`src/rtl/id_pkg.sv`:
```
// Shared definitions for the instruction-decode stage: opcodes, ALU operation
// codes, immediate formats, the registered decode packet and decode helpers.
// Imported by id_regfile users and id_decode_stage.
package id_pkg;

  localparam int XLEN_P = 32;
  localparam int ALU_W  = 4;

  localparam logic [6:0] OP_R      = 7'b0110011;
  localparam logic [6:0] OP_IMM    = 7'b0010011;
  localparam logic [6:0] OP_LOAD   = 7'b0000011;
  localparam logic [6:0] OP_STORE  = 7'b0100011;
  localparam logic [6:0] OP_BRANCH = 7'b1100011;

  localparam logic [ALU_W-1:0] ALU_ADD  = 4'd0;
  localparam logic [ALU_W-1:0] ALU_SUB  = 4'd1;
  localparam logic [ALU_W-1:0] ALU_AND  = 4'd2;
  localparam logic [ALU_W-1:0] ALU_OR   = 4'd3;
  localparam logic [ALU_W-1:0] ALU_XOR  = 4'd4;
  localparam logic [ALU_W-1:0] ALU_SLL  = 4'd5;
  localparam logic [ALU_W-1:0] ALU_SRL  = 4'd6;
  localparam logic [ALU_W-1:0] ALU_SRA  = 4'd7;
  localparam logic [ALU_W-1:0] ALU_SLT  = 4'd8;
  localparam logic [ALU_W-1:0] ALU_SLTU = 4'd9;

  typedef enum logic [1:0] {IMM_NONE, IMM_I, IMM_S, IMM_B} imm_fmt_e;

  typedef struct packed {
    logic              valid;
    logic [XLEN_P-1:0] pc;
    logic [XLEN_P-1:0] rs1_data;
    logic [XLEN_P-1:0] rs2_data;
    logic [XLEN_P-1:0] imm;
    logic [4:0]        rd;
    logic [2:0]        funct3;
    logic [ALU_W-1:0]  alu_op;
    logic              alu_src_imm;
    logic              reg_wr;
    logic              mem_rd;
    logic              mem_wr;
    logic              branch;
    logic              illegal;
  } pkt_t;

  // Sign-extended immediate for the given instruction format.
  function automatic logic [XLEN_P-1:0] imm_gen(input logic [31:0] instr,
                                                input imm_fmt_e    fmt);
    logic [XLEN_P-1:0] imm;
    case (fmt)
      IMM_I:   imm = {{20{instr[31]}}, instr[31:20]};
      IMM_S:   imm = {{20{instr[31]}}, instr[31:25], instr[11:7]};
      IMM_B:   imm = {{19{instr[31]}}, instr[31], instr[7], instr[30:25], instr[11:8], 1'b0};
      default: imm = '0;
    endcase
    return imm;
  endfunction

  // funct3 -> ALU op. alt is instr[30]; it picks SUB only for register-register
  // adds (ADDI has no subtract form) and SRA/SRAI for right shifts.
  function automatic logic [ALU_W-1:0] alu_from_funct3(input logic [2:0] f3,
                                                       input logic       alt,
                                                       input logic       is_r);
    logic [ALU_W-1:0] op;
    case (f3)
      3'b000:  op = (is_r && alt) ? ALU_SUB : ALU_ADD;
      3'b001:  op = ALU_SLL;
      3'b010:  op = ALU_SLT;
      3'b011:  op = ALU_SLTU;
      3'b100:  op = ALU_XOR;
      3'b101:  op = alt ? ALU_SRA : ALU_SRL;
      3'b110:  op = ALU_OR;
      default: op = ALU_AND;
    endcase
    return op;
  endfunction

endpackage

```
`src/rtl/id_regfile.sv`:
```
// Architectural register file: 2 combinational read ports, 1 write port, x0 hardwired to zero.
// Latency: reads are combinational with write-through bypass; writes land on the rising edge.
// Backpressure: none; a write is accepted every cycle.
// Ports: clk/rst (async active-high clear), we/waddr/wdata write port,
//        raddr1/rdata1 and raddr2/rdata2 read ports.
module id_regfile #(
  parameter  int XLEN  = 32,
  parameter  int NREGS = 32,
  localparam int AW    = $clog2(NREGS)
) (
  input  logic            clk,
  input  logic            rst,
  input  logic            we,
  input  logic [AW-1:0]   waddr,
  input  logic [XLEN-1:0] wdata,
  input  logic [AW-1:0]   raddr1,
  input  logic [AW-1:0]   raddr2,
  output logic [XLEN-1:0] rdata1,
  output logic [XLEN-1:0] rdata2
);

  logic [XLEN-1:0] mem_q [NREGS];
  logic [XLEN-1:0] mem_d [NREGS];

  always_comb begin
    mem_d = mem_q;
    if (we && (waddr != '0)) mem_d[waddr] = wdata;
    mem_d[0] = '0;
  end

  always_ff @(posedge clk or posedge rst) begin
    if (rst) mem_q <= '{default: '0};
    else     mem_q <= mem_d;
  end

  // Bypass lets an instruction decoded in the same cycle as its producer's
  // writeback see the new value without an extra stall.
  always_comb begin
    if (raddr1 == '0)                      rdata1 = '0;
    else if (we && (waddr == raddr1))      rdata1 = wdata;
    else                                   rdata1 = mem_q[raddr1];
  end

  always_comb begin
    if (raddr2 == '0)                      rdata2 = '0;
    else if (we && (waddr == raddr2))      rdata2 = wdata;
    else                                   rdata2 = mem_q[raddr2];
  end

endmodule

```
`src/rtl/id_decode_stage.sv`:
```
// Instruction-decode stage: RV32I-subset decode, register-file read, load-use hazard detection.
// Latency: one cycle from if_* to the registered id_* packet.
// Backpressure: if_stall (combinational) holds fetch on a load-use hazard or while EX refuses a
//   valid packet; flush drops the packet and releases the stall.
// Ports: if_* fetch input, ex_ready/ex_is_load/ex_rd from execute, flush redirect,
//        wb_* register writeback, id_* registered decode packet towards execute.
module id_decode_stage
  import id_pkg::*;
#(
  parameter int XLEN   = 32,
  parameter int NREGS  = 32,
  parameter int ALUOPW = ALU_W
) (
  input  logic              clk,
  input  logic              rst,
  input  logic              if_valid,
  input  logic [31:0]       if_instr,
  input  logic [XLEN-1:0]   if_pc,
  output logic              if_stall,
  input  logic              ex_ready,
  input  logic              ex_is_load,
  input  logic [4:0]        ex_rd,
  input  logic              flush,
  input  logic              wb_we,
  input  logic [4:0]        wb_rd,
  input  logic [XLEN-1:0]   wb_data,
  output logic              id_valid,
  output logic [XLEN-1:0]   id_pc,
  output logic [XLEN-1:0]   id_rs1_data,
  output logic [XLEN-1:0]   id_rs2_data,
  output logic [XLEN-1:0]   id_imm,
  output logic [4:0]        id_rd,
  output logic [2:0]        id_funct3,
  output logic [ALUOPW-1:0] id_alu_op,
  output logic              id_alu_src_imm,
  output logic              id_reg_wr,
  output logic              id_mem_rd,
  output logic              id_mem_wr,
  output logic              id_branch,
  output logic              id_illegal
);

  logic [6:0] opcode;
  logic [4:0] rd, rs1, rs2;
  logic [2:0] funct3;

  assign opcode = if_instr[6:0];
  assign rd     = if_instr[11:7];
  assign funct3 = if_instr[14:12];
  assign rs1    = if_instr[19:15];
  assign rs2    = if_instr[24:20];

  logic [XLEN-1:0] rs1_data, rs2_data;

  id_regfile #(.XLEN(XLEN), .NREGS(NREGS)) u_regfile (
    .clk    (clk),
    .rst    (rst),
    .we     (wb_we),
    .waddr  (wb_rd),
    .wdata  (wb_data),
    .raddr1 (rs1),
    .raddr2 (rs2),
    .rdata1 (rs1_data),
    .rdata2 (rs2_data)
  );

  // ---------------- decode ----------------
  pkt_t     dec;
  imm_fmt_e imm_fmt;
  logic     rs1_used, rs2_used;

  always_comb begin
    dec         = '0;
    imm_fmt     = IMM_NONE;
    rs1_used    = 1'b0;
    rs2_used    = 1'b0;
    dec.pc      = if_pc;
    dec.rs1_data = rs1_data;
    dec.rs2_data = rs2_data;
    dec.rd      = rd;
    dec.funct3  = funct3;
    dec.alu_op  = ALU_ADD;
    case (opcode)
      OP_R: begin
        dec.alu_op = alu_from_funct3(funct3, if_instr[30], 1'b1);
        dec.reg_wr = 1'b1;
        rs1_used   = 1'b1;
        rs2_used   = 1'b1;
      end
      OP_IMM: begin
        dec.alu_op      = alu_from_funct3(funct3, if_instr[30], 1'b0);
        dec.alu_src_imm = 1'b1;
        dec.reg_wr      = 1'b1;
        imm_fmt         = IMM_I;
        rs1_used        = 1'b1;
      end
      OP_LOAD: begin
        dec.alu_src_imm = 1'b1;
        dec.reg_wr      = 1'b1;
        dec.mem_rd      = 1'b1;
        imm_fmt         = IMM_I;
        rs1_used        = 1'b1;
      end
      OP_STORE: begin
        dec.alu_src_imm = 1'b1;
        dec.mem_wr      = 1'b1;
        imm_fmt         = IMM_S;
        rs1_used        = 1'b1;
        rs2_used        = 1'b1;
      end
      OP_BRANCH: begin
        dec.alu_op = ALU_SUB;
        dec.branch = 1'b1;
        imm_fmt    = IMM_B;
        rs1_used   = 1'b1;
        rs2_used   = 1'b1;
      end
      default: dec.illegal = 1'b1;
    endcase
    dec.imm = imm_gen(if_instr, imm_fmt);
    // Writes to x0 are architectural no-ops; drop them here so EX/WB never see them.
    if (rd == 5'd0) dec.reg_wr = 1'b0;
  end

  // ---------------- hazard / stall ----------------
  logic hz;
  pkt_t pkt_q, pkt_d;

  assign hz = if_valid && ex_is_load && (ex_rd != 5'd0) &&
              (((ex_rd == rs1) && rs1_used) || ((ex_rd == rs2) && rs2_used));

  assign if_stall = !rst && !flush && (hz || (pkt_q.valid && !ex_ready));

  // ---------------- pipeline register ----------------
  always_comb begin
    pkt_d = pkt_q;
    if (flush) begin
      pkt_d.valid = 1'b0;
    end else if (pkt_q.valid && !ex_ready) begin
      pkt_d = pkt_q;
    end else if (hz) begin
      pkt_d.valid = 1'b0;
    end else begin
      pkt_d       = dec;
      pkt_d.valid = if_valid;
    end
  end

  always_ff @(posedge clk or posedge rst) begin
    if (rst) pkt_q <= '0;
    else     pkt_q <= pkt_d;
  end

  assign id_valid       = pkt_q.valid;
  assign id_pc          = pkt_q.pc;
  assign id_rs1_data    = pkt_q.rs1_data;
  assign id_rs2_data    = pkt_q.rs2_data;
  assign id_imm         = pkt_q.imm;
  assign id_rd          = pkt_q.rd;
  assign id_funct3      = pkt_q.funct3;
  assign id_alu_op      = pkt_q.alu_op;
  assign id_alu_src_imm = pkt_q.alu_src_imm;
  assign id_reg_wr      = pkt_q.reg_wr;
  assign id_mem_rd      = pkt_q.mem_rd;
  assign id_mem_wr      = pkt_q.mem_wr;
  assign id_branch      = pkt_q.branch;
  assign id_illegal     = pkt_q.illegal;

endmodule

```
`config.mk`:
```
export PLATFORM = sky130hd
export DESIGN_NAME = id_decode_stage
export DESIGN_NICKNAME = d
export VERILOG_FILES = /design/src/rtl/id_pkg.sv /design/src/rtl/id_regfile.sv /design/src/rtl/id_decode_stage.sv
export SDC_FILE = /design/constraint.sdc
export NUM_CORES = 2
export LEC_CHECK = 0
export ABC_AREA = 1
export CORE_MARGIN = 1
export CORE_UTILIZATION = 35
export CTS_CLUSTER_SIZE = 28
export DETAILED_ROUTE_END_ITERATION = 7
export PLACE_DENSITY_LB_ADDON = 0.15
export SLEW_MARGIN = 30
export SYNTH_ARGS = -nofsm -noshare
export SYNTH_HDL_FRONTEND = slang
export SYNTH_SLANG_ARGS = --single-unit
```
`constraint.sdc`:
```
create_clock -name clk -period 75.9 [get_ports clk]
set_input_delay 22.77 -clock clk [delete_from_list [all_inputs] [get_ports clk]]
set_output_delay 22.77 -clock clk [all_outputs]
set_load 0.05 [all_outputs]
```
Yosys cells after proc, flatten, opt, wreduce, memory -nomap -nowiden
Index checks and enable logic that the tools add are counted.
Operators by class
  multiplexer cells: 33
  reductions and logical operators: 29
  bitwise logic cells: 6
  eq/ne operators: 19
  $lt $le $gt $ge: 4
Operator list (count)
  $bwmux W1024: 1
  $bmux W32 S5: 2
  $mux W32: 9
  $demux W32 S5: 1
  $mux W147: 1
  $mux W146: 1
  $pmux W32 S3: 1
  $pmux W4 S7: 2
  $eq A5 B5 Y1: 4
  $ge A6 B6 Y1 const B: 3
  $not A5 Y6: 3
  $logic_not A5 Y1: 3
  $eq A7 B6 Y1 const B: 2
  $mux W1: 13
  $logic_and A1 B1 Y1: 12
  $pmux W4 S3: 1
  $reduce_bool A5 Y1: 2
  $eq A3 B3 Y1 const B: 3
  $reduce_or A3 Y1: 3
  $eq A7 B2 Y1 const B: 1
  $eq A7 B5 Y1 const B: 1
  $eq A7 B7 Y1 const B: 1
  $eq A3 B2 Y1 const B: 2
  $lt A6 B1 Y1 const B: 1
  other kinds (12): 18
Word-level totals
  register bits: 1139
  input port bits: 113
  logic and storage cells: 136

Depth between registers and ports, before layout
  depth in word-level cells: 9
  gate-level depth with buffers: 16
  gate-level depth less buffers: 13

Cells and area by module
From an unflattened synthesis, not the netlist that was laid out.
Second synthesis, totals
  cell total of the unflattened synthesis: 8830
  area, all modules: 61929.4 µm²
Modules (own cells, without submodules)
  id_regfile: instances 1, cells each 8125, sequential area each 24823.8 µm², area an instance 55983.7 µm²
  id_decode_stage: instances 1, cells each 705, sequential area each 3203.1 µm², area an instance 5945.7 µm²

Least setup slack after synthesis
Ideal clock, no wire load.
  kind: input -> output
  from: input if_instr[15]
  to: output if_stall
  slack: 28491 ps
  required time: 53130 ps
  path buffers: 2
  data arrival time: 24639 ps
  stages on the path: 8
  cells stage by stage: clkbuf_2 buf_4 xor2_1 nor2_1 nand3_1 nand2_1 nand2_1 a211oi_1
On the way
  longest elaborated chain between the ends: 6
Ends and longest elaborated chain
  from (decl): RTL line id_decode_stage.sv:17  | input logic [31:0] if_instr,
  $eq A5 B5 Y1: RTL line id_decode_stage.sv:130  | (((ex_rd == rs1) && rs1_used) || ((ex_rd == rs2) && rs2_used));
  $logic_and A1 B1 Y1: RTL line id_decode_stage.sv:130
  $logic_or A1 B1 Y1: RTL line id_decode_stage.sv:130
  $logic_and A1 B1 Y1: RTL line id_decode_stage.sv:129  | assign hz = if_valid && ex_is_load && (ex_rd != 5'd0) &&
  $logic_or A1 B1 Y1: RTL line id_decode_stage.sv:132  | assign if_stall = !rst && !flush && (hz || (pkt_q.valid && !ex_ready));
  $logic_and A1 B1 Y1: RTL line id_decode_stage.sv:132
  to (decl): RTL line id_decode_stage.sv:19  | output logic if_stall,
No other way between the ends.

Worst setup path in the final report
  from: input if_instr[3]
  to: output if_stall
On the way
  longest elaborated chain between the ends: 8
Ends and longest elaborated chain
  $eq A7 B7 Y1 (tied with other cells): RTL line id_decode_stage.sv:83  | case (opcode)
  $reduce_or A5 Y1 (no source line) or $reduce_or A3 Y1 (tied branches)
  $mux W1: RTL line id_decode_stage.sv:83
  $logic_and A1 B1 Y1: RTL line id_decode_stage.sv:130
  $logic_or A1 B1 Y1 *: RTL line id_decode_stage.sv:130
  $logic_and A1 B1 Y1 *: RTL line id_decode_stage.sv:129
  $logic_or A1 B1 Y1 *: RTL line id_decode_stage.sv:132
  $logic_and A1 B1 Y1 *: RTL line id_decode_stage.sv:132
Mark *: on every way between the ends. The rest lies on a longest branch, timed or not.

==> flow_metrics.env <==
export IMPL_drive_above_1_share=0.04879
export IMPL_nets=9079
export IMPL_p_leak_nw=34.22
export IMPL_syn_nets=9312
export IMPL_rows=155
export IMPL_gp_congestion=0.8588
export IMPL_syn_area_um2=62830
export IMPL_clk_latency_ns=0.79
export IMPL_fp_dieW_um=425.7
export IMPL_cts_root_buffer="clkbuf_16"
export IMPL_hold_buffers=0
export IMPL_grtUsageTotal=0.3060
export IMPL_hp_class="reg -> reg"
export IMPL_use_met3=0.05557
export IMPL_drtPass1Iterations=8
export IMPL_crit_type="in -> out"
export IMPL_grt_ovfl_total=0
export IMPL_final_period_utilization=0.6365
export IMPL_ys_seq_elements=1120
export IMPL_final_common_cell="nand2_1"
export IMPL_portBuffers=260
export IMPL_remaining_drc_errors=2
export IMPL_synth_edf_count=0
export IMPL_hold_slack_ns=0.4749
export IMPL_async_flop_share=1.000
export IMPL_core_um2=178400
export IMPL_grt_pass1_vias=58250
export IMPL_num_fill_cells=18780
export IMPL_p_sw_frac=0.3361
export IMPL_ios=261
export IMPL_drt_iter0_drc=7487
export IMPL_rsz0062_at_grt="false"
export IMPL_ant_nets=0
export IMPL_die_h_um=425.7
export IMPL_dp_hpwl_um=154200
export IMPL_use_met1=0.3972
export IMPL_fmaxAchievable_ghz=0.02070
export IMPL_worstMarginPinSlew_ns=1.123
export IMPL_via_count=62260
export IMPL_multi_input_area_um2=28740
export IMPL_cts_tree="built"
export IMPL_syn_instance_count=9199
export IMPL_period_minus_slack_ns=48.31
export IMPL_wl_per_cell_um=24.59
export IMPL_worstSetupStartpointType="input port"
export IMPL_skew_ns=0.03343
export IMPL_p_comb_frac=0.226
export IMPL_wirelength_um=280900
export IMPL_ys_flop_type="dfrtp_1"
export IMPL_p_clk_frac=0.355
export IMPL_met2_usage=0.4951
export IMPL_start_util=0.3522
export IMPL_grt_antenna_before_repair=10
export IMPL_seq_power_share=0.419
export IMPL_numCtsBuffers=136
export IMPL_powerDensity_nw_per_um2=25.92
export IMPL_slew_headroom=0.2510
export IMPL_ir_worst_vdd_mv=0.02201
export IMPL_violations="DRC"
export IMPL_critical_path_arrival_ns=25.54
export IMPL_clkSlewWorstSetupHoldPaths_ns=0.05
export IMPL_htree_num_levels=4
export IMPL_critical_path_required_ns=53.13
export IMPL_routed_via_density=5.452
export IMPL_status="complete, but fails checks"
export IMPL_synth_cell_types=34
export IMPL_postCtsResizedCells=0
export IMPL_crit_fanout=5
export IMPL_seq_area_um2=28030
export IMPL_power_report_internal_total_mw=1.225
export IMPL_yosysSeqAreaShare=0.4461
export IMPL_crit_path_end_kind="primary output"
export IMPL_power_switching_uw=620.2
export IMPL_cts_sinks=1120
export IMPL_fp_dieArea_um2=181200
export IMPL_clock_tree_buffer_depth=3
export IMPL_area_growth_pct=13.30
export IMPL_setup_viol=0
export IMPL_grt_most_used_layer="met2"
export IMPL_maxSlewViolCount=0
export IMPL_grt_pass1_wl_um=408600
export IMPL_grt_start_max_net_pins=157
export IMPL_hold_violations=0
export IMPL_syn_avg_cell_area_um2=6.830
export IMPL_final_cell_mix="nand2_1, nand3_1, dfrtp_1"
export IMPL_cap_viol_max_count=0
export IMPL_tns_ns=0
export IMPL_ys_warn_count=0
export IMPL_post_cts_buffers=0
power groups by stage:
stage	clock network, mW	logic, mW	registers, mW
final	0.655	0.417	0.774
after global routing	0.687	0.469	0.787
after CTS	0.665	0.413	0.772
after detailed placement	0	0.411	0.781
after global placement	0	0.404	0.779
after floorplan	0	0.261	0.798
state kept, by name, indices dropped and copies added (netlist names):
signal	cells
id_reg_wr	1
id_branch	1
id_valid	1
id_illegal	1
id_pc	32
id_alu_op	4
id_funct3	3
id_mem_wr	1
id_rs2_data	32
id_rs1_data	32
id_rd	5
id_imm	13
id_mem_rd	1
u_regfile.mem_q	992
id_alu_src_imm	1
logic make-up after synthesis:
group                  share of synthesized area
AO/OA/AOI/OAI                             0.1208
XOR/XNOR                               0.0009758
buffers and inverters                     0.1021
flip-flops                                0.4461
AND/OR/NAND/NOR                           0.3301
cells in the mapped netlist (7+ instances only):
master	count	area, µm²
buf_1	81	304.0
nand4_1	81	506.7
nand3_1	1216	6086
clkbuf_1	499	1873
nor3_1	13	65.06
dfrtp_1	1120	28030
a21oi_1	117	585.6
buf_2	151	755.7
inv_2	7	26.28
or2_2	36	225.2
o21ai_1	39	195.2
nand2_1	3293	12360
buf_4	20	150.1
inv_1	876	3288
o21ai_0	1081	5410
nor2_1	346	1299
o22ai_1	7	43.79
nand2_2	14	87.58
o211ai_1	168	1261
routing by layer:
metal | routed length, µm | vias up | share of wire
met5 | 40 | - | 0.00014
met4 | 13510 | 6 | 0.048
met3 | 25040 | 633 | 0.089
met2 | 128000 | 3102 | 0.46
met1 | 114300 | 29710 | 0.41
li1 | - | 28810 | -
critical path, cell delays in order:
cell             delay [ns]
clkdlybuf4s50_1        0.40
nor2_1                 0.22
nand2_1                0.18
a21oi_2                0.50
nand4_1                0.15
nand2_1                0.11
nand2_1                0.12
a211oi_1               0.23
clkdlybuf4s50_1        0.85
per-stage QoR:
stage                     instances  total power, mW  cell area (µm²)  setup slack (ns)  utilization
after floorplan                9199            1.058            62830             21.59            -
after global placement        11180            1.182            66560             27.28       0.3731
after detailed placement      11180            1.192            66740             27.26       0.3740
after CTS                     11410            1.850            71090             27.28       0.3984
after global routing          11420            1.943            71180             27.43       0.3990
final                         11420            1.845            71190             27.59       0.3990
path summary, 6_finish.rpt:
check                                      startpoint                           to  depth (start not counted)  slack (ns)
worst min register to register  id_pc[17]$_DFFE_PP0P_        id_pc[17]$_DFFE_PP0P_                          2        0.47
worst max register to register   id_valid$_DFFE_PP0P_  id_rs1_data[31]$_DFFE_PP0P_                          7       73.21
worst max-delay path                      if_instr[3]                     if_stall                          9       27.59
worst min-delay path            id_pc[17]$_DFFE_PP0P_        id_pc[17]$_DFFE_PP0P_                          2        0.47
max in group asynchronous                         rst         id_pc[3]$_DFFE_PP0P_                          6       50.67
min in group asynchronous                         rst  id_rs2_data[30]$_DFFE_PP0P_                          2       22.42
cell type report:
class,count,area share
repair buffers,381,0.05241
clock buffers,204,0.05770
clock inverters,27,0.003480
flip-flops and latches,1120,0.3937
diodes,6,0.0002109
inverters,886,0.04737
well taps,2355,0.04139
multi-input cells,6441,0.4037
Note: power is estimated with default switching activity, not from simulation.
